`config.mk`:
```
export PLATFORM = sky130hd
export DESIGN_NAME = diff_tx_serializer_flat
export DESIGN_NICKNAME = d
export VERILOG_FILES = /design/src/rtl/diff_tx_if.sv /design/src/rtl/diff_tx_serializer.sv /design/src/flat_wrapper.sv
export SDC_FILE = /design/constraint.sdc
export NUM_CORES = 1
export LEC_CHECK = 0
export CORE_MARGIN = 2
export CORE_UTILIZATION = 55
export CTS_BUF_LIST = sky130_fd_sc_hd__clkbuf_2
export CTS_CLUSTER_SIZE = 10
export DETAILED_ROUTE_END_ITERATION = 6
export HOLD_SLACK_MARGIN = 0.06
export PLACE_DENSITY = 0.8
export SLEW_MARGIN = 20
export SYNTH_ARGS = -nofsm -noshare
export SYNTH_HDL_FRONTEND = slang
export SYNTH_SLANG_ARGS = --single-unit
```
`constraint.sdc`:
```
create_clock -name clk -period 1.75 [get_ports clk]
set_input_delay 0.35 -clock clk [delete_from_list [all_inputs] [get_ports clk]]
set_output_delay 0.35 -clock clk [all_outputs]
set_load 0.01 [all_outputs]
```
`src/rtl/diff_tx_if.sv`:
```
// Load handshake and line-side signals of the differential serial transmitter.
// The slave modport is the transmitter; the master modport is the word producer.
interface diff_tx_if #(
  parameter int WIDTH = 8
);
  logic [WIDTH-1:0] load_data;
  logic             load_valid;
  logic             load_ready;
  logic             dout;
  logic             busy;
  logic             frame_done;

  modport master (
    output load_data,
    output load_valid,
    input  load_ready,
    input  dout,
    input  busy,
    input  frame_done
  );

  modport slave (
    input  load_data,
    input  load_valid,
    output load_ready,
    output dout,
    output busy,
    output frame_done
  );
endinterface

```
`src/rtl/diff_tx_serializer.sv`:
```
// Framed parallel-to-serial transmitter with differential (XNOR-inverse) line coding.
// Optional even-parity bit after the LSB when DIFF_TX_PARITY_EN is defined.
module diff_tx_serializer #(
  parameter int WIDTH = 8
) (
  input logic     clk,
  input logic     rst,
  diff_tx_if.slave bus
);

  localparam int CW = (WIDTH > 2) ? $clog2(WIDTH) : 1;

`ifdef DIFF_TX_PARITY_EN
  typedef enum logic [2:0] {IDLE, START, DATA, PARITY, STOP} state_t;
`else
  typedef enum logic [2:0] {IDLE, START, DATA, STOP} state_t;
`endif

  state_t           state, state_nxt;
  logic [WIDTH-1:0] hold;
  logic             hold_valid;
  logic [WIDTH-1:0] shift_reg;
  logic [CW-1:0]    cnt;
  logic             dout_q;
  logic             frame_done_q;
  logic             load_shift;
  logic             raw;
  logic             accept;
`ifdef DIFF_TX_PARITY_EN
  logic             hold_par;
  logic             par_reg;
`endif

  // Line coding: the downstream decoder recovers XNOR of two consecutive samples.
  function automatic logic diff_enc(input logic prev, input logic b);
    return ~(prev ^ b);
  endfunction

  assign accept = bus.load_valid && !hold_valid;

  always_ff @(posedge clk or posedge rst) begin
    if (rst) state <= IDLE;
    else     state <= state_nxt;
  end

  always_comb begin
    state_nxt  = state;
    load_shift = 1'b0;
    raw        = 1'b1;
    case (state)
      IDLE: begin
        if (hold_valid) begin
          state_nxt  = START;
          load_shift = 1'b1;
        end
      end
      START: begin
        raw       = 1'b0;
        state_nxt = DATA;
      end
      DATA: begin
        raw = shift_reg[WIDTH-1];
        if (cnt == '0) begin
`ifdef DIFF_TX_PARITY_EN
          state_nxt = PARITY;
`else
          state_nxt = STOP;
`endif
        end
      end
`ifdef DIFF_TX_PARITY_EN
      PARITY: begin
        raw       = par_reg;
        state_nxt = STOP;
      end
`endif
      STOP: begin
        raw = 1'b1;
        if (hold_valid) begin
          state_nxt  = START;
          load_shift = 1'b1;
        end else begin
          state_nxt = IDLE;
        end
      end
      default: state_nxt = IDLE;
    endcase
  end

  // Hold buffer payload is pure data; only its valid flag is reset.
  always_ff @(posedge clk) begin
    if (accept) begin
      hold <= bus.load_data;
`ifdef DIFF_TX_PARITY_EN
      hold_par <= ^bus.load_data;
`endif
    end
  end

  always_ff @(posedge clk or posedge rst) begin
    if (rst) begin
      hold_valid   <= 1'b0;
      shift_reg    <= '0;
      cnt          <= '0;
      dout_q       <= 1'b0;
      frame_done_q <= 1'b0;
`ifdef DIFF_TX_PARITY_EN
      par_reg      <= 1'b0;
`endif
    end else begin
      dout_q       <= diff_enc(dout_q, raw);
      frame_done_q <= (state == STOP);
      if (load_shift) begin
        shift_reg  <= hold;
        cnt        <= CW'(WIDTH - 1);
        hold_valid <= 1'b0;
`ifdef DIFF_TX_PARITY_EN
        par_reg    <= hold_par;
`endif
      end else if (state == DATA) begin
        shift_reg <= {shift_reg[WIDTH-2:0], 1'b0};
        cnt       <= cnt - CW'(1);
      end
      // accept requires an empty hold, load_shift a full one: never both
      if (accept) hold_valid <= 1'b1;
    end
  end

  assign bus.load_ready = ~hold_valid;
  assign bus.dout       = dout_q;
  assign bus.busy       = (state != IDLE);
  assign bus.frame_done = frame_done_q;

endmodule
```
`src/flat_wrapper.sv`:
```
// flat-port wrapper written by rule: the top's interface ports become plain ports
module diff_tx_serializer_flat 
#(
  parameter int WIDTH = 8
)
  (clk, rst, bus_load_data, bus_load_valid, bus_load_ready, bus_dout, bus_busy, bus_frame_done);
  diff_tx_if #(.WIDTH(WIDTH)) bus_i ();
  input logic clk;
  input logic rst;
  input wire logic [$bits(bus_i.load_data)-1:0] bus_load_data;
  input wire logic [$bits(bus_i.load_valid)-1:0] bus_load_valid;
  output wire logic [$bits(bus_i.load_ready)-1:0] bus_load_ready;
  output wire logic [$bits(bus_i.dout)-1:0] bus_dout;
  output wire logic [$bits(bus_i.busy)-1:0] bus_busy;
  output wire logic [$bits(bus_i.frame_done)-1:0] bus_frame_done;
  assign bus_i.load_data = bus_load_data;
  assign bus_i.load_valid = bus_load_valid;
  assign bus_load_ready = bus_i.load_ready;
  assign bus_dout = bus_i.dout;
  assign bus_busy = bus_i.busy;
  assign bus_frame_done = bus_i.frame_done;
  diff_tx_serializer #(.WIDTH(WIDTH)) u_core (.clk(clk), .rst(rst), .bus(bus_i));
endmodule
```
==> impl_metrics.py <==
metrics = {
    "placement": {
        "gp_congestion": 0.723,
        "port_buffers": 14,
        "pre_cts_slack_ps": 79.9,
        "hpwl_um": 1200,
        "place_area_mm2": 0.00124,
    },
    "synth": {
        "netlist_area_mm2": 0.00108,
        "ys_seq_elements": 24,
        "synthAdderAreaFrac": 0.0692,
        "yosysSeqAreaShare": 0.591,
        "synthSimpleGateAreaFrac": 0.0934,
        "syn-instance-count": 86,
        "synth_xor_xnor_area_share": 0.0161,
        "synth_compound_area_frac": 0.0969,
        "synth_area_leaders": "dfrtp_1 (37%), edfxtp_1 (22%), ha_1 (6.9%)",
        "syn_nets": 103,
        "ys_types": 26,
        "yosysTopAreaCell": "dfrtp_1",
        "synth_warnings": 0,
        "synth_top_family_by_area": "compound AO/OA/AOI/OAI gates",
        "syn_avg_cell_area_um2": 12.6,
        "synth_top_area_frac": 0.369,
        "synth.mux.area_fraction": 0.0750,
    },
    "sta": {
        "setup_slack_ps": 113,
        "drv_slew": 0,
        "worstMarginPinSlew_ps": 577,
        "setup_viol": 0,
        "post-route-period-util": 0.935,
        "setup_tns_ps": 0,
        "fin_crit_ps": 1640,
        "fmax_mhz": 611,
        "slew_headroom": 0.615,
        "final_hold_viol_count": 0,
        "rsz0062_at_grt": "false",
        "finalClockSkew_ps": 18.7,
    },
    "pwr": {
        "p_clk_frac": 0.090,
        "ir_drop_mv": 1.01,
        "netSwitchingPower_w": 0.000814,
        "leakagePower_nw": 0.573,
        "seqPwrFrac": 0.406,
        "p_comb_frac": 0.504,
        "power_density_mw_per_mm2": 1730,
        "intPower_w": 0.00143,
        "switching_share": 0.363,
    },
    "die": {
        "die_h_um": 48.4,
        "rows": 16,
        "die_area_mm2": 0.00234,
        "design.core.area_mm2": 0.00190,
        "start_util": 0.570,
        "die_w_um": 48.4,
        "num_io_pins": 15,
    },
    "worst_setup_path": {
        "worstSetupPathType": "register to output pin",
        "required_ps": 1400,
        "crit_path_start_kind": "register",
        "path_max_fanout": 4,
        "cp-end-kind": "output pin",
        "arrival_ps": 1290,
    },
    "global_route": {
        "antenna_found_initial": 0,
        "grt_pass1_wl_um": 2800,
        "grt_max_degree": 17,
        "grt_pass1_vias": 704,
        "grt.overflow.total": 0,
        "track_usage": 0.159,
    },
    "flow_run": {
        "cap_violations": 0,
    },
    "final_layout": {
        "syn_to_final_growth_pct": 20.0,
        "num_antenna_cells": 0,
        "fin_util": 0.684,
        "final_area_mm2": 0.00130,
        "nets": 125,
        "drive_gt1_frac": 0.187,
    },
    "clock_tree": {
        "cts_made_buffers": 3,
        "max-clock-path-buffers": 2,
        "cts_root_buf": "clkbuf_2",
        "clk_latency_ps": 330,
        "cts_tree": "done",
        "hold_buffers": 0,
        "ctsHtreeMaxLevel": 1,
        "clkTransAtPathRegs_ps": 210,
        "cts_sinks": 24,
    },
    "status": {
        "outcome": "complete, no violations",
    },
    "route": {
        "drtAntennaViolNets": 0,
        "wl_per_cell_um": 12.1,
        "drt_iter0_markers": 5,
        "dr.pass1.iters": 4,
        "finalWirelength_um": 1630,
        "via_count": 668,
        "vias_per_cell": 4.99,
        "drcViolationCount": 0,
    },
    "hold_path": {
        "min_path_type": "primary input to asynchronous set/reset pin",
    },
}
-- power groups by stage --
stage / sequential [W] / clock [W] / combinational [W]
after global routing: 0.000935 / 0.000237 / 0.00127
after global placement: 0.000927 / 0 / 0.000963
after CTS: 0.000912 / 0.000211 / 0.00111
final: 0.000911 / 0.000202 / 0.00113
after floorplan: 0.000917 / 0 / 0.000823
after detailed placement: 0.000940 / 0 / 0.00102
-- through the flow --
stage               hold slack, ps  cells  total power (W)
floorplan                      264     86          0.00174
global placement               434    126          0.00189
detailed placement             441    126          0.00196
CTS                            344    132          0.00223
global route                   370    134          0.00244
finish                         329    134          0.00224
-- cell usage in the layout (no fill, tap or decap) --
cell type	instances
clkdlybuf4s50_1	12
dfrtp_1	15
a21o_2	1
inv_2	3
nand2_1	12
buf_4	6
mux2i_1	7
dfrtp_2	1
nand2b_1	2
o21ai_0	3
dlymetal6s2s_1	1
and2_1	1
and3_1	1
clkdlybuf4s15_1	1
ha_1	5
a311oi_1	1
nor3_1	1
xnor2_1	2
mux2_1	1
and2b_2	1
ha_4	1
or2b_1	1
a22oi_2	1
o21ai_1	6
a211oi_1	1
and2b_4	1
clkbuf_2	3
edfxtp_1	8
a21oi_1	1
inv_1	4
clkinv_1	1
o21ai_2	2
-- cells in the mapped netlist, drive strengths merged --
library cell and count:
dfrtp 16, nand2 12, o21ai 11, edfxtp 8, inv 7, mux2i 7, ha 6, buf 3
and2b 2, nand2b 2, xnor2 2, a211oi 1, a21o 1, a21oi 1, a22oi 1, a311oi 1
and2 1, and3 1, mux2 1, nor3 1, or2b 1
-- worst max-delay path, cell delays in order (launching register included) --
cell             delay (ps)
dfrtp_1                 440
inv_2                    90
ha_4                    150
inv_1                    50
clkdlybuf4s15_1         220
-- per-layer routing --
metal | wire length, um | vias up | track usage
met1 | 682 | 307 | 0.168
met2 | 808 | 23 | 0.280
met4 | 56 | 0 | 0.100
li1 | - | 331 | -
met5 | 0 | - | 0
met3 | 79 | 7 | 0.0432
-- repair_timing --
action	4_1_cts	5_1_grt
pin swaps	1	0
gates resized for setup	4	4
setup buffers	2	2
setup endpoints to repair	2	2
-- cell families (layout without fill, tap and decap cells) --
kind of cell / count (synthesis) / in the layout
and+or+nand+nor: 20 / 20
buffers and inverters: 10 / 31
DFF: 24 / 24
adders and majority gates: 6 / 6
muxes: 8 / 8
xor gates and xnor gates: 2 / 2
AOI/OAI and AO/OA: 16 / 16
-- layout make-up --
type                       count  area, um2
clock buffer                   3       15.0
inverter                       7       26.3
sequential                    24        642
tap                           27       33.8
fill                         153        601
clock inverter                 1       3.75
timing repair buffer          20        188
multi-input combinational     52        393
-- final timing paths --
| kind | startpoint | endpoint | slack, ps | cells past startpoint |
|---|---|---|---|---|
| max | u_core.state[0] | bus_busy | 110 | 4 |
| min | rst | u_core.state[0] | 330 | 2 |
| max reg2reg | u_core.state[0] | u_core.state[0] | 200 | 5 |
| min reg2reg | u_core.hold[5] | u_core.shift_reg[5] | 480 | 2 |
| max in group asynchronous | rst | u_core.hold_valid | 990 | 2 |
| min in group clk | u_core.hold[5] | u_core.shift_reg[5] | 480 | 2 |
No activity file was read; power rests on OpenSTA's default activity.
